## src/rtl/pc_src_ctrl.sv

```systemverilog
// ---------------------------------------------------------------------------
// pc_src_ctrl
//
// Sequencing FSM for the PC-source side of the multicycle datapath. For each
// instruction it produces one fetch increment (PC+4 write) after a fixed wait.
// It then produces at most one further PC write: a resolved redirect, or the
// exception vector. An exception is preceded by a single EPC save. All
// outputs are registered, so every pulse is glitch-free and lasts one cycle.
//
// Parameters
//   FETCH_WAIT      cycles spent in FETCH before the PC+4 write (1..15)
//
// Ports
//   clk             system clock, rising edge
//   reset           asynchronous, active-high reset
//   fetch_req       start of instruction, sampled only in IDLE
//   redirect_valid  decoded redirect request, sampled only in DECODE
//   redirect_kind   0 seq, 1 beq, 2 bne, 3 jump, 4 jr, 5 rte, 6-7 illegal
//   alu_zero        ALU zero flag, captured together with the redirect
//   exc_req         exception request, sampled in FETCH (pended) and DECODE
//   pc_src          PC mux select (000 PC+4, 001 branch, 010 jump,
//                   011 exception vector, 100 register, 101 EPC)
//   pc_write        PC load enable, one-cycle pulse
//   epc_write       EPC load enable, one-cycle pulse
//   busy            high from fetch acceptance through the done pulse
//   done            one-cycle pulse at the end of each instruction
// ---------------------------------------------------------------------------
module pc_src_ctrl #(
  parameter int FETCH_WAIT = 1
) (
  input  logic       clk,
  input  logic       reset,
  input  logic       fetch_req,
  input  logic       redirect_valid,
  input  logic [2:0] redirect_kind,
  input  logic       alu_zero,
  input  logic       exc_req,
  output logic [2:0] pc_src,
  output logic       pc_write,
  output logic       epc_write,
  output logic       busy,
  output logic       done
);

  typedef enum logic [2:0] {
    S_IDLE     = 3'd0,
    S_FETCH    = 3'd1,
    S_DECODE   = 3'd2,
    S_RESOLVE  = 3'd3,
    S_EXC_SAVE = 3'd4,
    S_EXC_VEC  = 3'd5,
    S_DONE     = 3'd6
  } state_t;

  // The counter is loaded with FETCH_WAIT-1 so that the PC+4 write is issued
  // on the FETCH_WAIT-th edge spent in FETCH.
  localparam logic [3:0] CNT_LOAD = 4'(FETCH_WAIT - 1);

  localparam logic [2:0] SRC_PC4 = 3'b000;
  localparam logic [2:0] SRC_BR  = 3'b001;
  localparam logic [2:0] SRC_JMP = 3'b010;
  localparam logic [2:0] SRC_VEC = 3'b011;
  localparam logic [2:0] SRC_REG = 3'b100;
  localparam logic [2:0] SRC_EPC = 3'b101;

  localparam logic [2:0] K_SEQ  = 3'd0;
  localparam logic [2:0] K_BEQ  = 3'd1;
  localparam logic [2:0] K_BNE  = 3'd2;
  localparam logic [2:0] K_JMP  = 3'd3;
  localparam logic [2:0] K_JR   = 3'd4;
  localparam logic [2:0] K_RTE  = 3'd5;
  localparam logic [2:0] K_ILL0 = 3'd6;

  state_t     r_state, w_state_nxt;
  logic [3:0] r_cnt, w_cnt_nxt;
  logic       r_exc_pend, w_exc_pend_nxt;
  logic [2:0] r_kind, w_kind_nxt;
  logic       r_zero, w_zero_nxt;

  logic [2:0] r_pc_src, w_pc_src_nxt;
  logic       r_pc_write, w_pc_write_nxt;
  logic       r_epc_write, w_epc_write_nxt;
  logic       r_busy, w_busy_nxt;
  logic       r_done, w_done_nxt;

  // State, counter, pending flag and registered outputs.
  always_ff @(posedge clk or posedge reset) begin
    if (reset) begin
      r_state     <= S_IDLE;
      r_cnt       <= 4'd0;
      r_exc_pend  <= 1'b0;
      r_pc_src    <= SRC_PC4;
      r_pc_write  <= 1'b0;
      r_epc_write <= 1'b0;
      r_busy      <= 1'b0;
      r_done      <= 1'b0;
    end else begin
      r_state     <= w_state_nxt;
      r_cnt       <= w_cnt_nxt;
      r_exc_pend  <= w_exc_pend_nxt;
      r_pc_src    <= w_pc_src_nxt;
      r_pc_write  <= w_pc_write_nxt;
      r_epc_write <= w_epc_write_nxt;
      r_busy      <= w_busy_nxt;
      r_done      <= w_done_nxt;
    end
  end

  // Latched redirect operands are pure data; they are only consumed in
  // RESOLVE, which is always entered through a fresh capture in DECODE.
  always_ff @(posedge clk) begin
    r_kind <= w_kind_nxt;
    r_zero <= w_zero_nxt;
  end

  always_comb begin
    w_state_nxt     = r_state;
    w_cnt_nxt       = r_cnt;
    w_exc_pend_nxt  = r_exc_pend;
    w_kind_nxt      = r_kind;
    w_zero_nxt      = r_zero;
    w_pc_src_nxt    = SRC_PC4;
    w_pc_write_nxt  = 1'b0;
    w_epc_write_nxt = 1'b0;
    w_done_nxt      = 1'b0;

    case (r_state)
      S_IDLE: begin
        if (fetch_req) begin
          w_state_nxt = S_FETCH;
          w_cnt_nxt   = CNT_LOAD;
        end
      end

      S_FETCH: begin
        // An exception raised during fetch is remembered and honoured on the
        // first DECODE cycle; the fetch increment still happens.
        if (exc_req) begin
          w_exc_pend_nxt = 1'b1;
        end
        if (r_cnt == 4'd0) begin
          w_pc_write_nxt = 1'b1;
          w_state_nxt    = S_DECODE;
        end else begin
          w_cnt_nxt = r_cnt - 4'd1;
        end
      end

      S_DECODE: begin
        // Exceptions (pending, live, or an illegal redirect kind) take
        // priority over a simultaneous legal redirect.
        if (r_exc_pend || exc_req || (redirect_valid && (redirect_kind >= K_ILL0))) begin
          w_state_nxt = S_EXC_SAVE;
        end else if (redirect_valid) begin
          w_state_nxt = S_RESOLVE;
          w_kind_nxt  = redirect_kind;
          w_zero_nxt  = alu_zero;
        end
      end

      S_RESOLVE: begin
        case (r_kind)
          K_SEQ: begin
            w_pc_write_nxt = 1'b0;
          end
          K_BEQ: begin
            if (r_zero) begin
              w_pc_write_nxt = 1'b1;
              w_pc_src_nxt   = SRC_BR;
            end
          end
          K_BNE: begin
            if (!r_zero) begin
              w_pc_write_nxt = 1'b1;
              w_pc_src_nxt   = SRC_BR;
            end
          end
          K_JMP: begin
            w_pc_write_nxt = 1'b1;
            w_pc_src_nxt   = SRC_JMP;
          end
          K_JR: begin
            w_pc_write_nxt = 1'b1;
            w_pc_src_nxt   = SRC_REG;
          end
          K_RTE: begin
            w_pc_write_nxt = 1'b1;
            w_pc_src_nxt   = SRC_EPC;
          end
          default: begin
            w_pc_write_nxt = 1'b0;
          end
        endcase
        w_state_nxt = S_DONE;
      end

      S_EXC_SAVE: begin
        w_epc_write_nxt = 1'b1;
        w_exc_pend_nxt  = 1'b0;
        w_state_nxt     = S_EXC_VEC;
      end

      S_EXC_VEC: begin
        w_pc_write_nxt = 1'b1;
        w_pc_src_nxt   = SRC_VEC;
        w_state_nxt    = S_DONE;
      end

      S_DONE: begin
        w_done_nxt  = 1'b1;
        w_state_nxt = S_IDLE;
      end

      default: begin
        w_state_nxt = S_IDLE;
      end
    endcase

    // busy stays up through the cycle that shows the done pulse, so the
    // instruction is covered end to end.
    w_busy_nxt = (w_state_nxt != S_IDLE) || (r_state == S_DONE);
  end

  assign pc_src    = r_pc_src;
  assign pc_write  = r_pc_write;
  assign epc_write = r_epc_write;
  assign busy      = r_busy;
  assign done      = r_done;

endmodule

```

## config.mk

```make
export PLATFORM = sky130hd
export DESIGN_NAME = pc_src_ctrl
export DESIGN_NICKNAME = d
export VERILOG_FILES = /design/src/rtl/pc_src_ctrl.sv
export SDC_FILE = /design/constraint.sdc
export NUM_CORES = 1
export LEC_CHECK = 0
export BUFFER_PORTS_ARGS = -buffer_cell sky130_fd_sc_hd__buf_4
export CORE_MARGIN = 3
export CORE_UTILIZATION = 48
export DETAILED_ROUTE_END_ITERATION = 10
export HOLD_SLACK_MARGIN = 0.1
export PLACE_DENSITY = 0.73
export SLEW_MARGIN = 10
export SYNTH_ARGS = -nofsm -noshare
export SYNTH_HDL_FRONTEND = slang
export SYNTH_SLANG_ARGS = --single-unit
```

## constraint.sdc

```tcl
create_clock -name clk -period 1.3 [get_ports clk]
set_input_delay 0.325 -clock clk [delete_from_list [all_inputs] [get_ports clk]]
set_output_delay 0.325 -clock clk [all_outputs]
set_load 0.05 [all_outputs]
```

**After elaboration in Yosys (flattened, before gate mapping)**

Cells that the tools add are included.

- Add/subtract/negate cells: 1
- Order comparisons: 1
- Equality and inequality tests: 14
- Muxes and demuxes: 21
- Bitwise gates (word level): 1
- Reduce and logical (&&, ||, !) cells: 14

Operators by type and width:

| cell | count |
|---|---|
| 3-bit one-hot mux with 5 select lines | 2 |
| 3-bit == test, second input constant | 5 |
| 3-bit by 2-bit == test with 1-bit output, second input constant | 4 |
| 3-bit 2-to-1 mux | 4 |
| 1-bit 2-to-1 mux | 8 |
| 4-bit 2-to-1 mux | 2 |
| 4-bit one-hot mux with 2 select lines | 1 |
| 3-bit by 1-bit == test with 1-bit output, second input constant | 2 |
| 2-bit inequality test, second input constant | 3 |
| 1-bit one-hot mux with 3 select lines | 2 |
| 3-bit one-hot mux with 2 select lines | 1 |
| 3-bit AND reduction | 2 |
| 4-bit zero test | 1 |
| 2-bit nonzero test | 2 |
| 4-bit by 1-bit subtractor with 4-bit output, second input constant | 1 |
| 3-bit greater-or-equal comparator, second input constant | 1 |
| 3-bit zero test | 1 |
| 1-bit logical OR | 3 |
| 3-bit nonzero test | 1 |
| 3-bit OR reduction | 1 |
| 1-bit one-hot mux with 2 select lines | 1 |
| 2-bit AND reduction | 1 |
| 2-bit OR reduction | 1 |
| 1-bit logical AND | 1 |
| 1-bit inverter | 1 |

- Register bits: 19
- Input port bits: 9
- Output and inout bits: 7
- Logic and storage cells: 62

**Depth between registers and ports, before layout**

- Depth in word-level cells: 7
- Gate-level depth with buffers: 5
- Mapped depth without buffers: 5

**Worst setup path after synthesis**

OpenSTA, ideal clock, no wires.

- Path type: register to register
- From: reg r_cnt[0]
- To: reg r_busy (netlist: busy)
- Library setup time: 0.072 ns
- Arrival time: 1.315 ns
- Data required time: 1.228 ns
- Setup slack: -0.087 ns
- Cell stages (with the launch flop): 6
- Path buffers: 0
- Period minus slack after synthesis: 1.387 ns
- Cell sequence: dfrtp_1 inv_1 ha_1 nor4bb_1 or4_1 nand4_1

- Word-level cells in the longest chain between the ends: 5

RTL lines:

| what | line | source |
|---|---|---|
| from (decl) | 75 | `logic [3:0] r_cnt, w_cnt_nxt;` |
| from (signal assigned) | 99 | `r_cnt <= w_cnt_nxt;` |
| 4-bit zero test | 141 | `if (r_cnt == 4'd0) begin` |
| 3-bit 2-to-1 mux | 141 |  |
| 3-bit one-hot mux with 5 select lines | 127 | `case (r_state)` |
| 3-bit nonzero test | 221 | `w_busy_nxt = (w_state_nxt != S_IDLE) \|\| (r_state == S_DONE);` |
| 1-bit logical OR | 221 |  |
| named net w_busy_nxt | 83 | `logic r_busy, w_busy_nxt;` |
| to (signal assigned) | 104 | `r_busy <= w_busy_nxt;` |
| to (decl) | 83 |  |

The timed path passes the listed nets, and every way through them passes these cells.
A chain may end at the register's enable or synchronous reset.

**Final worst setup path**

- From: reg r_cnt[0]
- To: reg r_state[1]

- Word-level cells in the longest chain between the ends: 3

RTL lines:

| what | line | source |
|---|---|---|
| 4-bit zero test | 141 |  |
| 3-bit 2-to-1 mux | 141 |  |
| 3-bit one-hot mux with 5 select lines | 127 |  |
| named net w_state_nxt[1] | 74 | `state_t r_state, w_state_nxt;` |
| to (signal assigned) | 98 | `r_state <= w_state_nxt;` |
| to (decl) | 74 |  |

The timed path passes the listed nets, and every way through them passes these cells.

==> impl_metrics.toml <==
[status]
run_status = "complete, but fails checks"
violations = "negative setup slack"

[place]
port_buffers = 15
post-dp-hpwl_um = 1420
place.gp.congestion = 0.796

[die]
dieArea_um2 = 2500
start_util = 0.521
row_count = 15
die_width_um = 50.0
dieHeight_um = 50.0
ioPinCount = 16
coreArea_um2 = 1780

[global_route]
grt-busiest-layer = "met2"
use_met1 = 0.250
track_usage = 0.194
overflow = 0
grt.met2_usage = 0.307
grt_pass1_vias = 858
antenna_found_initial = 0
grt_pass1_wl_um = 3720
grt_max_degree = 16
gr-usage-met3 = 0.0423

[setup_path]
cp_slowest_stage_delay_ns = 0.41
r2r_slack_ns = -0.13
crit_chain = "inv_2, ha_4, or3b_4, buf_4, nand2_2, o221a_1"
cp_slowest_cell = "dfrtp_1"
crit_type = "reg2reg"
r2r-end = "r_state[1]"
critPathRequiredTime_ns = 1.53
r2r_cells = 6
start_kind = "flop"
r2r_start = "r_cnt[0]"
arrival_ns = 1.66
cp_max_fo = 3
cp-end-kind = "flop"

[routing]
avgViaCountPerCell = 5.36
vias = 814
final_antenna_net_count = 0
wl_per_cell_um = 13.5
drt-initial-drc-count = 22
drc_errors = 0
first_pass_iters = 4
routed_wirelength_um = 2060

[power]
clkPwrFrac = 0.104
leakagePower_uw = 0.000638
switching_share = 0.405
power.share.combinational = 0.565
internal_power_uw = 1700
p_total_uw = 2850
ir_worst_vdd_v = 0.00122
p_sw_uw = 1150
power.share.sequential = 0.331
power_density_nw_per_um2 = 2100

[timing]
hold_viol = 0
fin_setup_tns_ns = -0.765
rsz0062_at_grt = "yes"
whs_ns = 0.205
setup_slack_ns = -0.125
slew_viol_final = 0
tightest_slew_ns = 0.381
fin_crit_sh = 1.10
maxSlewHeadroom = 0.743
max_freq_ghz = 0.702
period_needed_ns = 1.43
fin_worst_skew_ns = 0.00369
finalSetupViolCount = 12

[clock_tree]
cts_tree = "built"
clkLatencyLatePin_ns = 0.29
max-clock-path-buffers = 2
cts.clk_slew.worst_paths_ns = 0.11
clkSinkCount = 19
cts_buffers = 3
cts_max_level = 1
root_buffer = "clkbuf_4"

[cells_and_area]
final_cell_mix = "buf_4, dfrtp_1, nor2b_1, inv_1"
n_antenna_cell = 0
drive_gt1_frac = 0.425
mostFrequentLayoutCell = "buf_4"
area_growth_pct = 45.9
nets = 140

[worst_hold_path]
hp-start = "redirect_kind[0]"
hold-path-cell-count = 1
hold_end = "r_kind[0]"
hp-class = "in2reg"

[job]
max_cap_viol_count = 0

[logic_synthesis]
ys_seq_area_frac = 0.533
ys_warn_count = 0
syn_inst = 86
yosys.area.top_type = "dfrtp_1"
syn_avg_cell_area_um2 = 10.8
synth-seq-cells = 19
synth_area_leaders = "dfrtp_1, edfxtp_1, ha_1"
synth_top_area_share = 0.404
synth_nets = 98
synth_cell_types = 36
netlist_area_um2 = 930
==> cells by family (layout without fill, tap and decap cells) <==
logic type	after synthesis	in the layout	synth area share
AOI/OAI and AO/OA	20	20	0.151
adders and majority gates	3	3	0.0404
buffers and inverters	11	52	0.0458
DFF	19	19	0.533
muxes	2	2	0.0215
and+or+nand+nor	31	31	0.209
==> flip-flops by register name, summed over array words and instances, names as in the netlist <==
name        count
done            1
r_zero          1
r_exc_pend      1
pc_write        1
r_state         3
pc_src          3
r_kind          3
busy            1
r_cnt           4
epc_write       1
==> worst max path at each step <==
stage | start | endpoint | slack (ns)
global placement | r_cnt[1] | busy | -0.06
detailed placement | r_cnt[1] | busy | -0.11
finish | r_cnt[0] | r_state[1] | -0.13
floorplan | r_cnt[1] | busy | -0.06
CTS | r_cnt[0] | r_cnt[3] | -0.1
global route | r_cnt[0] | r_cnt[0] | -0.22
==> per-stage QoR <==
step | area, µm² | instances | util | setup WS [ns]
3_5_place_dp | 1230 | 141 | 0.688 | -0.111
6_report | 1360 | 152 | 0.761 | -0.125
4_1_cts | 1320 | 150 | 0.740 | -0.0954
3_3_place_gp | 1230 | 141 | 0.688 | -0.0579
5_1_grt | 1360 | 152 | 0.761 | -0.224
2_1_floorplan | 960 | 86 | - | -0.0617
==> timing repair <==
action                                  in CTS  in global routing
pin swaps                                    8                  2
endpoints found under the setup margin      13                 14
cloned                                       0                  0
hold endpoints to repair                    15                  0
gates resized for setup                      4                  7
hold buffers                                 1                  0
setup buffers                                4                  2
==> per-layer routing <==
metal  vias to the layer above  wire length [µm]
li1                        400                 -
met1                       381               953
met2                        27               932
met3                         6               132
met4                         0                40
met5                         -                 0
==> cell usage after synthesis, drive strengths merged <==
cell and n:
nor3b 1, edfxtp 4, o21ai 6, a311o 1
a21oi 2, a21o 1, inv 8, mux2i 2
o22ai 1, a31oi 1, nor4 1, or4b 1
nand3 2, a32o 1, nor2b 5, ha 3
o21bai 1, o31a 1, nand2 5, nand4b 1
dfrtp 15, nor2 3, o31ai 1, or4 2
o41ai 2, o221a 1, and3 1, buf 1
nand2b 2, nor4bb 2, a211oi 1, nand4 2
or3b 1, clkbuf 2, nand3b 2
==> power groups by stage <==
stage	Combinational, µW	Clock (µW)	Sequential [µW]
4_1_cts	1520	301	937
5_1_grt	1780	328	971
2_1_floorplan	726	0	1140
3_5_place_dp	1470	0	950
6_report	1610	297	946
3_3_place_gp	1440	0	942
==> critical path: cells and delay by family (launching register included) <==
family          cells  cell delay, ns
buf+inv             2            0.23
fa+ha+maj           1            0.13
compound gates      1            0.16
simple gates        2            0.43
flops               1            0.41
==> area by class of cell <==
class,instances,area [µm²]
Multi-Input combinational cell,56,455
Inverter,8,30.0
Fill cell,110,427
Tap cell,25,31.3
Sequential cell,19,495
Timing Repair Buffer,40,318
Clock buffer,4,26.3
No activity file was read; power rests on OpenSTA's default activity.
